--- config.mk ---
export PLATFORM = sky130hd
export DESIGN_NAME = ssd_display_ctrl
export DESIGN_NICKNAME = d
export VERILOG_FILES = /design/src/rtl/ssd_pkg.sv /design/src/rtl/ssd_bin2bcd_seq.sv /design/src/rtl/ssd_display_ctrl.sv
export SDC_FILE = /design/constraint.sdc
export NUM_CORES = 1
export LEC_CHECK = 0
export CORE_MARGIN = 4
export CORE_UTILIZATION = 30
export DETAILED_ROUTE_END_ITERATION = 12
export PLACE_DENSITY = 0.56
export SLEW_MARGIN = 20
export SYNTH_ARGS = -nofsm -noshare
export SYNTH_HDL_FRONTEND = slang
export SYNTH_SLANG_ARGS = --single-unit
--- constraint.sdc ---
create_clock -name i_clk -period 2.95 [get_ports i_clk]
set_input_delay 0.59 -clock i_clk [delete_from_list [all_inputs] [get_ports i_clk]]
set_output_delay 0.59 -clock i_clk [all_outputs]
set_load 0.01 [all_outputs]
--- src/rtl/ssd_pkg.sv ---
// Shared segment encodings and helpers for the seven-segment display controller.
// Segment bytes are {Ca,Cb,Cc,Cd,Ce,Cf,Cg,Dp}, active-low.
package ssd_pkg;

   localparam logic [7:0] SEG_0     = 8'b00000011;
   localparam logic [7:0] SEG_1     = 8'b10011111;
   localparam logic [7:0] SEG_2     = 8'b00100101;
   localparam logic [7:0] SEG_3     = 8'b00001101;
   localparam logic [7:0] SEG_4     = 8'b10011001;
   localparam logic [7:0] SEG_5     = 8'b01001001;
   localparam logic [7:0] SEG_6     = 8'b01000001;
   localparam logic [7:0] SEG_7     = 8'b00011111;
   localparam logic [7:0] SEG_8     = 8'b00000001;
   localparam logic [7:0] SEG_9     = 8'b00001001;
   localparam logic [7:0] SEG_A     = 8'b00010001;
   localparam logic [7:0] SEG_B     = 8'b11000001;
   localparam logic [7:0] SEG_C     = 8'b01100011;
   localparam logic [7:0] SEG_D     = 8'b10000101;
   localparam logic [7:0] SEG_E     = 8'b01100001;
   localparam logic [7:0] SEG_F     = 8'b01110001;
   localparam logic [7:0] SEG_DASH  = 8'b11111101;
   localparam logic [7:0] SEG_BLANK = 8'b11111111;

   function automatic logic [7:0] hex_to_seg(input logic [3:0] i_hex);
      logic [7:0] r;
      case (i_hex)
         4'h0:    r = SEG_0;
         4'h1:    r = SEG_1;
         4'h2:    r = SEG_2;
         4'h3:    r = SEG_3;
         4'h4:    r = SEG_4;
         4'h5:    r = SEG_5;
         4'h6:    r = SEG_6;
         4'h7:    r = SEG_7;
         4'h8:    r = SEG_8;
         4'h9:    r = SEG_9;
         4'hA:    r = SEG_A;
         4'hB:    r = SEG_B;
         4'hC:    r = SEG_C;
         4'hD:    r = SEG_D;
         4'hE:    r = SEG_E;
         default: r = SEG_F;
      endcase
      return r;
   endfunction

   // Decimal capacity limit of an n-digit display.
   function automatic logic [63:0] pow10(input int unsigned n);
      logic [63:0] p;
      p = 64'd1;
      for (int unsigned k = 0; k < n; k++) p = p * 64'd10;
      return p;
   endfunction

endpackage

--- src/rtl/ssd_bin2bcd_seq.sv ---
// Sequential double-dabble: one shift-add-3 step per clock, BIN_W steps per value.
// o_done strobes during the final step, with o_bcd carrying that step's result.
module ssd_bin2bcd_seq
   import ssd_pkg::*;
#(
   parameter int unsigned BIN_W      = 14,
   parameter int unsigned NUM_DIGITS = 4
) (
   input  logic                    i_clk,
   input  logic                    i_reset,
   input  logic                    i_start,
   input  logic [BIN_W-1:0]        i_bin,
   output logic                    o_busy,
   output logic                    o_done,
   output logic [4*NUM_DIGITS-1:0] o_bcd
);

   localparam int unsigned BCD_W = 4 * NUM_DIGITS;
   localparam int unsigned SR_W  = BCD_W + BIN_W;
   localparam int unsigned CNT_W = $clog2(BIN_W);

   logic [SR_W-1:0]  r_sr;
   logic [CNT_W-1:0] r_cnt;
   logic             r_busy;
   logic [SR_W-1:0]  w_adj;
   logic [SR_W-1:0]  w_shift;

   always_comb begin
      w_adj = r_sr;
      for (int d = 0; d < NUM_DIGITS; d++) begin
         if (r_sr[BIN_W+4*d +: 4] >= 4'd5) w_adj[BIN_W+4*d +: 4] = r_sr[BIN_W+4*d +: 4] + 4'd3;
      end
      w_shift = {w_adj[SR_W-2:0], 1'b0};
   end

   assign o_bcd  = w_shift[SR_W-1 -: BCD_W];
   assign o_done = r_busy && (r_cnt == CNT_W'(BIN_W - 1));
   assign o_busy = r_busy;

   always_ff @(posedge i_clk) begin
      if (i_reset) begin
         r_sr   <= '0;
         r_cnt  <= '0;
         r_busy <= 1'b0;
      end else if (i_start && !r_busy) begin
         r_sr   <= {{BCD_W{1'b0}}, i_bin};
         r_cnt  <= '0;
         r_busy <= 1'b1;
      end else if (r_busy) begin
         r_sr  <= w_shift;
         r_cnt <= r_cnt + CNT_W'(1);
         if (o_done) r_busy <= 1'b0;
      end
   end

endmodule

--- src/rtl/ssd_display_ctrl.sv ---
// Multiplexed seven-segment controller: hex or decimal display of a loaded value,
// with leading-zero blanking, live decimal points and dash-on-overflow.
module ssd_display_ctrl
   import ssd_pkg::*;
#(
   parameter int unsigned NUM_DIGITS = 4,
   parameter int unsigned BIN_W      = 14,
   parameter int unsigned SCAN_DIV   = 18
) (
   input  logic                  i_clk,
   input  logic                  i_reset,
   input  logic [BIN_W-1:0]      i_value,
   input  logic                  i_load,
   input  logic                  i_mode_dec,
   input  logic                  i_blank_lz,
   input  logic [NUM_DIGITS-1:0] i_dp_mask,
   output logic                  o_busy,
   output logic                  o_overflow,
   output logic [NUM_DIGITS-1:0] o_an,
   output logic [7:0]            o_seg
);

   localparam int unsigned DIG_W = 4 * NUM_DIGITS;
   localparam int unsigned IDX_W = (NUM_DIGITS > 1) ? $clog2(NUM_DIGITS) : 1;
   localparam logic [63:0] DEC_LIMIT = pow10(NUM_DIGITS);

   logic [SCAN_DIV-1:0]   r_presc;
   logic [IDX_W-1:0]      r_idx;
   logic [DIG_W-1:0]      r_digits;
   logic                  r_mode_dec;
   logic                  r_ovf_pend;
   logic                  r_overflow;
   logic [NUM_DIGITS-1:0] r_an;
   logic [7:0]            r_seg;

   logic                  w_busy;
   logic                  w_done;
   logic [DIG_W-1:0]      w_bcd;
   logic                  w_take;
   logic [63:0]           w_val64;
   logic                  w_ovf_dec;
   logic                  w_ovf_hex;
   logic [NUM_DIGITS-1:0] w_blank;
   logic                  w_zero_run;
   logic [3:0]            w_cur;
   logic [7:0]            w_seg_base;

   assign w_take    = i_load && !w_busy;
   assign w_val64   = 64'(i_value);
   assign w_ovf_dec = (w_val64 >= DEC_LIMIT);
   assign w_ovf_hex = ((w_val64 >> DIG_W) != 64'd0);

   ssd_bin2bcd_seq #(
      .BIN_W      (BIN_W),
      .NUM_DIGITS (NUM_DIGITS)
   ) u_bin2bcd (
      .i_clk   (i_clk),
      .i_reset (i_reset),
      .i_start (w_take && i_mode_dec),
      .i_bin   (i_value),
      .o_busy  (w_busy),
      .o_done  (w_done),
      .o_bcd   (w_bcd)
   );

   // A digit blanks only when it and every more significant digit are zero.
   always_comb begin
      w_blank    = '0;
      w_zero_run = 1'b1;
      for (int i = NUM_DIGITS - 1; i >= 0; i--) begin
         w_zero_run = w_zero_run && (r_digits[4*i +: 4] == 4'd0);
         if (i > 0) w_blank[i] = i_blank_lz && w_zero_run;
      end
   end

   always_comb begin
      w_cur = r_digits[4*r_idx +: 4];
      if (r_overflow)         w_seg_base = SEG_DASH;
      else if (w_blank[r_idx]) w_seg_base = SEG_BLANK;
      else                    w_seg_base = hex_to_seg(w_cur);
   end

   always_ff @(posedge i_clk) begin
      if (i_reset) begin
         r_presc    <= '0;
         r_idx      <= '0;
         r_digits   <= '0;
         r_mode_dec <= 1'b1;
         r_ovf_pend <= 1'b0;
         r_overflow <= 1'b0;
         r_an       <= '1;
         r_seg      <= SEG_BLANK;
      end else begin
         r_presc <= r_presc + SCAN_DIV'(1);
         if (r_presc == '1) begin
            r_idx <= (r_idx == IDX_W'(NUM_DIGITS - 1)) ? '0 : r_idx + IDX_W'(1);
         end
         if (w_take) begin
            r_mode_dec <= i_mode_dec;
            if (i_mode_dec) begin
               r_ovf_pend <= w_ovf_dec;
            end else begin
               r_digits   <= w_val64[DIG_W-1:0];
               r_overflow <= w_ovf_hex;
            end
         end
         // Decimal result lands in one step so the display never shows a partial value.
         if (w_done && r_mode_dec) begin
            r_digits   <= w_bcd;
            r_overflow <= r_ovf_pend;
         end
         r_an  <= ~(NUM_DIGITS'(1) << r_idx);
         r_seg <= {w_seg_base[7:1], ~i_dp_mask[r_idx]};
      end
   end

   assign o_busy     = w_busy;
   assign o_overflow = r_overflow;
   assign o_an       = r_an;
   assign o_seg      = r_seg;

endmodule

## Yosys cells after proc, flatten, opt, wreduce, memory -nomap -nowiden

Memory sizes are Yosys's and may differ from the RTL's.
Index checks and enable logic that the tools add are counted.

- Eq/ne operators: 4
- Shift-type cells: 2
- Reduce and logical (&&, ||, !) cells: 20
- $add $sub $neg: 7
- Multiplexer cells: 22
- Bitwise operators: 2
- $lt $le $gt $ge: 6

Operator list:

| kind | number |
|---|---|
| $mux 16 | 3 |
| $mux 14 | 2 |
| $add 18x1->18 const B | 1 |
| $eq 18x18->1 const B | 1 |
| $ge 4x3->1 const B | 4 |
| $shiftx 16x5->4 | 1 |
| $ge 14x14->1 const B | 1 |
| $add 4x2->4 const B | 3 |
| $logic_not 4->1 | 3 |
| $mux 4 | 3 |
| $logic_and 1x1->1 | 10 |
| $mux 1 | 8 |
| $mux 2 | 3 |
| $add 4x1->4 const B | 1 |
| $bmux 1 s2 | 2 |
| $eq 4x4->1 const B | 1 |
| $not 4->4 | 1 |
| $reduce_and 2->1 | 2 |
| $reduce_bool 2->1 | 2 |
| $shl 1x2->4 const A | 1 |
| $add 3x2->3 const B | 1 |
| $lt 2x3->1 const B | 1 |
| $mux 3 | 1 |
| $reduce_or 3->1 | 1 |
| 6 further kinds | 6 |

- ROM bits: 112
- Memories: 1
- Word-level logic and storage cells: 77
- Output and inout bits: 14
- Bits in registers: 86

Memories:

| name | depth | width | rd ports | clocked after Yosys merged registers in | wr ports | RTL line | RTL |
|---|---|---|---|---|---|---|---|
| (no name shown) | 16 | 7 | 1 | 0 | 0 | ssd_pkg.sv:26 | `case (i_hex)` |

## Depth between registers and ports, before layout

- Depth in word-level cells: 8
- Mapped depth: 8
- Depth with buffers taken out: 7

## Modules after synthesis

From an unflattened synthesis, not the netlist that was laid out.

- Cells, all modules: 522
- Area total of the unflattened synthesis: 4,428.0 um^2

Modules (own cells, without submodules):

| module | instances | cells an instance | area an instance (um^2) |
|---|---|---|---|
| ssd_display_ctrl | 1 | 288 | 2,536.2 |
| ssd_bin2bcd_seq | 1 | 234 | 1,891.8 |

## Worst setup path before layout

Ideal clock, no wire load.

- Path kind: reg-to-reg
- Start: register r_idx[0]
- End: register r_seg[4], in the netlist o_seg[4]
- Arrival time: 2,018 ps
- Cell stages (with the launch flop): 8
- Data required time: 2,816 ps
- Path slack: 798 ps
- Library setup time: 134 ps
- Cells stage by stage: dfxtp_1 buf_6 mux4_1 inv_1 ha_1 inv_1 mux4_2 nand2b_1

- Cells in the longest elaborated chain, start to end: 3
- Elaborated cells between the ends (all ways): 5

RTL lines:

| item | RTL line | RTL |
|---|---|---|
| start: declaration | ssd_display_ctrl.sv:28 | `logic [IDX_W-1:0] r_idx;` |
| start signal: assignment | ssd_display_ctrl.sv:96 | `r_idx <= (r_idx == IDX_W'(NUM_DIGITS - 1)) ? '0 : r_idx + IDX_W'(1);` |
| branches (longest 3 deep; another with $mem_v2 16x7) | n/a |  |
| end signal: assignment | ssd_display_ctrl.sv:113 | `r_seg <= {w_seg_base[7:1], ~i_dp_mask[r_idx]};` |
| end: declaration | ssd_display_ctrl.sv:34 | `logic [7:0] r_seg;` |

Parallel ways; which one is timed is not known. The select of a mux whose other input is x is not followed.
A chain may end at the register's enable or synchronous reset.

## Worst setup path after layout

Ends and elaborated chain as after synthesis.

==> impl_metrics.tcl <==
set metrics [dict create \
    clock_latency_ns 0.33 \
    fillCellCount 1401 \
    synth_top_family_by_area "simple AND/OR/NAND/NOR gates" \
    finalMaxSlewViolations 0 \
    ios 37 \
    rows 42 \
    post-route-period-util 0.833 \
    wl_per_cell_um 13.7 \
    yosysTopAreaCell "dfxtp_1" \
    startpoint_type "register" \
    start_util 0.309 \
    yosys.area.top_type_share 0.417 \
    drv_cap 0 \
    dp_slack_ns 0.496 \
    power.static_leakage_uw 0.00177 \
    drive_gt1_frac 0.0550 \
    cp.required_ns 3.15 \
    rsz0062_at_grt "false" \
    yosys-top-cells-area "dfxtp_1, ha_1, nor2_1" \
    portBuffers 36 \
    grt_use_total 0.121 \
    dieArea_mm2 0.0157 \
    drtPass1Iterations 4 \
    regArea_mm2 0.00172 \
    endpoint_kind "register" \
    grt_max_degree 51 \
    clockBufferDepth 2 \
    r2r_setup_slack_ns 0.49 \
    period_needed_ns 2.46 \
    grt_pass1_wl_mm 15.9 \
    critPathMaxFanout 12 \
    multi_input_area_mm2 0.00222 \
    clk_pin_slew_ns 0.06 \
    peakVddDrop_v 0.000298 \
    yosys_warnings 0 \
    slew_headroom 0.377 \
    postCtsResizedCells 0 \
    dieHeight_um 125 \
    final-setup-viol-count 0 \
    status "completed" \
    final_cell_mix "dfxtp_1, nor2_1, nand2_1" \
    post_cts_buffers 0 \
    final_common_cell "dfxtp_1" \
    detailedRoute.firstIterationViolations 268 \
    yosysSeqAreaShare 0.417 \
    coreArea_mm2 0.0133 \
    route.detailed.drc 0 \
    syn-instance-count 463 \
    min_path_type "reg2reg" \
    hold_viol_final 0 \
    htreeDepth 3 \
    fin_ws_ns 0.492 \
    die_x_um 125 \
    gp_congestion 0.767 \
    syn_area_per_cell_um2 8.91 \
    worst_slew_pin_slew_ns 0.932 \
    syn2layout_area_growth_pct 18.6 \
    fin_setup_tns_ns 0 \
    antenna_left 0 \
    worst_ep_arrival_time_ns 2.65 \
    fin_util 0.367 \
    cts_tree "done" \
    antenna_found_initial 0 \
    hpwl_mm 6.59 \
    ys_ff_latch 86 \
    clock_skew_ns 0.00778 \
    syn_nets 507 \
    cts_made_buffers 9 \
    synth_mux_area_frac 0.0846 \
    netlist_area_mm2 0.00413 \
    fmax_mhz 407 \
    crit_type "reg2reg" \
    p_per_area_mw_per_mm2 527 \
    overflow 0 \
    n_antenna_cell 0 \
    synth-compound-area-share 0.127 \
    synth.distinct_cells 37 \
    synth-xor-area-share 0.0573 \
    fin_nets 530 \
    via_per_inst 4.93 \
    synth_fa_ha_area_frac 0.0637 \
    wl_mm 9.16 \
    cts_sinks 86 \
    vias 3285 \
    cts_hold_buf 0 \
    synthSimpleGateAreaFrac 0.206 \
    grt_pass1_vias 3254 \
    cts_root_buf "clkbuf_16" \
]
[layer usage]
layer | vias to the layer above | track usage | routed length [µm]
li1 | 1659 | - | -
met1 | 1556 | 0.163 | 4480
met2 | 60 | 0.196 | 4210
met3 | 10 | 0.0303 | 364
met4 | 0 | 0.0293 | 103
met5 | - | 0 | 0
[power by group]
part           switching (µW)  internal [µW]
registers                41.8           1210
clock network             433            637
logic                     135            127
[layout make-up]
type	instances	share of cell area
inverter	15	0.0115
clock buffer	13	0.0552
timing repair buffer	40	0.0787
clock inverter	3	0.00358
tap	176	0.0450
sequential	86	0.352
multi-input combinational	334	0.454
[synth_stat cells]
master / instances
nand4_1: 3
a311oi_1: 7
ha_1: 21
or3b_1: 2
nor4_1: 4
o211ai_1: 2
a31oi_1: 2
mux4_1: 3
xor2_1: 17
or2_2: 1
mux4_2: 4
nor2b_1: 2
a211oi_1: 15
a21oi_1: 32
inv_1: 15
buf_6: 2
mux2i_1: 18
o21ai_0: 5
clkbuf_1: 22
nand3_1: 17
buf_2: 4
and3_1: 13
nand2b_1: 14
and4_1: 1
dfxtp_1: 86
o21a_1: 1
nor3_1: 3
o311ai_0: 1
nor2_1: 59
a21o_1: 1
nand2_1: 51
a22oi_1: 13
xnor2_1: 10
and2_1: 1
nor4_2: 1
nor3b_1: 8
o221ai_1: 2
[per-stage QoR]
step           instances  hold slack (ns)  cell area, µm²  power (µW)
2_1_floorplan        463            0.432            4130        1430
3_3_place_gp         651            0.443            4610        1530
3_5_place_dp         651            0.448            4610        1540
4_1_cts              667            0.457            4900        2620
5_1_grt              667            0.469            4900        2700
6_report             667            0.457            4900        2580
[sequential cells by signal, indices dropped and copies added (netlist names)]
name and flops:
o_an 4, o_overflow 1, o_seg 8, r_digits 16, r_idx 2, r_mode_dec 1
r_ovf_pend 1, r_presc 18, u_bin2bcd.o_busy 1, u_bin2bcd.r_cnt 4, u_bin2bcd.r_sr 30
[critical path: stages, from the launching register on]
cell	delay [ns]
dfxtp_1	0.63
mux4_1	0.74
inv_1	0.19
ha_1	0.15
inv_1	0.04
mux4_2	0.43
nand2b_1	0.14
[path summary, 6_finish.rpt]
kind                                       start                             end  cells after the start
setup / recovery           r_idx[0]$_SDFFE_PP0N_             o_seg[4]$_SDFF_PP1_                      6
hold / removal    u_bin2bcd.r_sr[8]$_SDFFE_PP0P_  u_bin2bcd.r_sr[8]$_SDFFE_PP0P_                      2
setup reg to reg           r_idx[0]$_SDFFE_PP0N_             o_seg[4]$_SDFF_PP1_                      6
hold reg to reg   u_bin2bcd.r_sr[8]$_SDFFE_PP0P_  u_bin2bcd.r_sr[8]$_SDFFE_PP0P_                      2
[kinds of logic after synthesis]
logic type,Yosys count
AO/OA/AOI/OAI,81
XOR/XNOR,27
adder cells (fa/ha/maj),21
buffers and inverters,43
flip-flops,86
multiplexers,25
AND/OR/NAND/NOR,180
(Power assumes the default switching activity.)
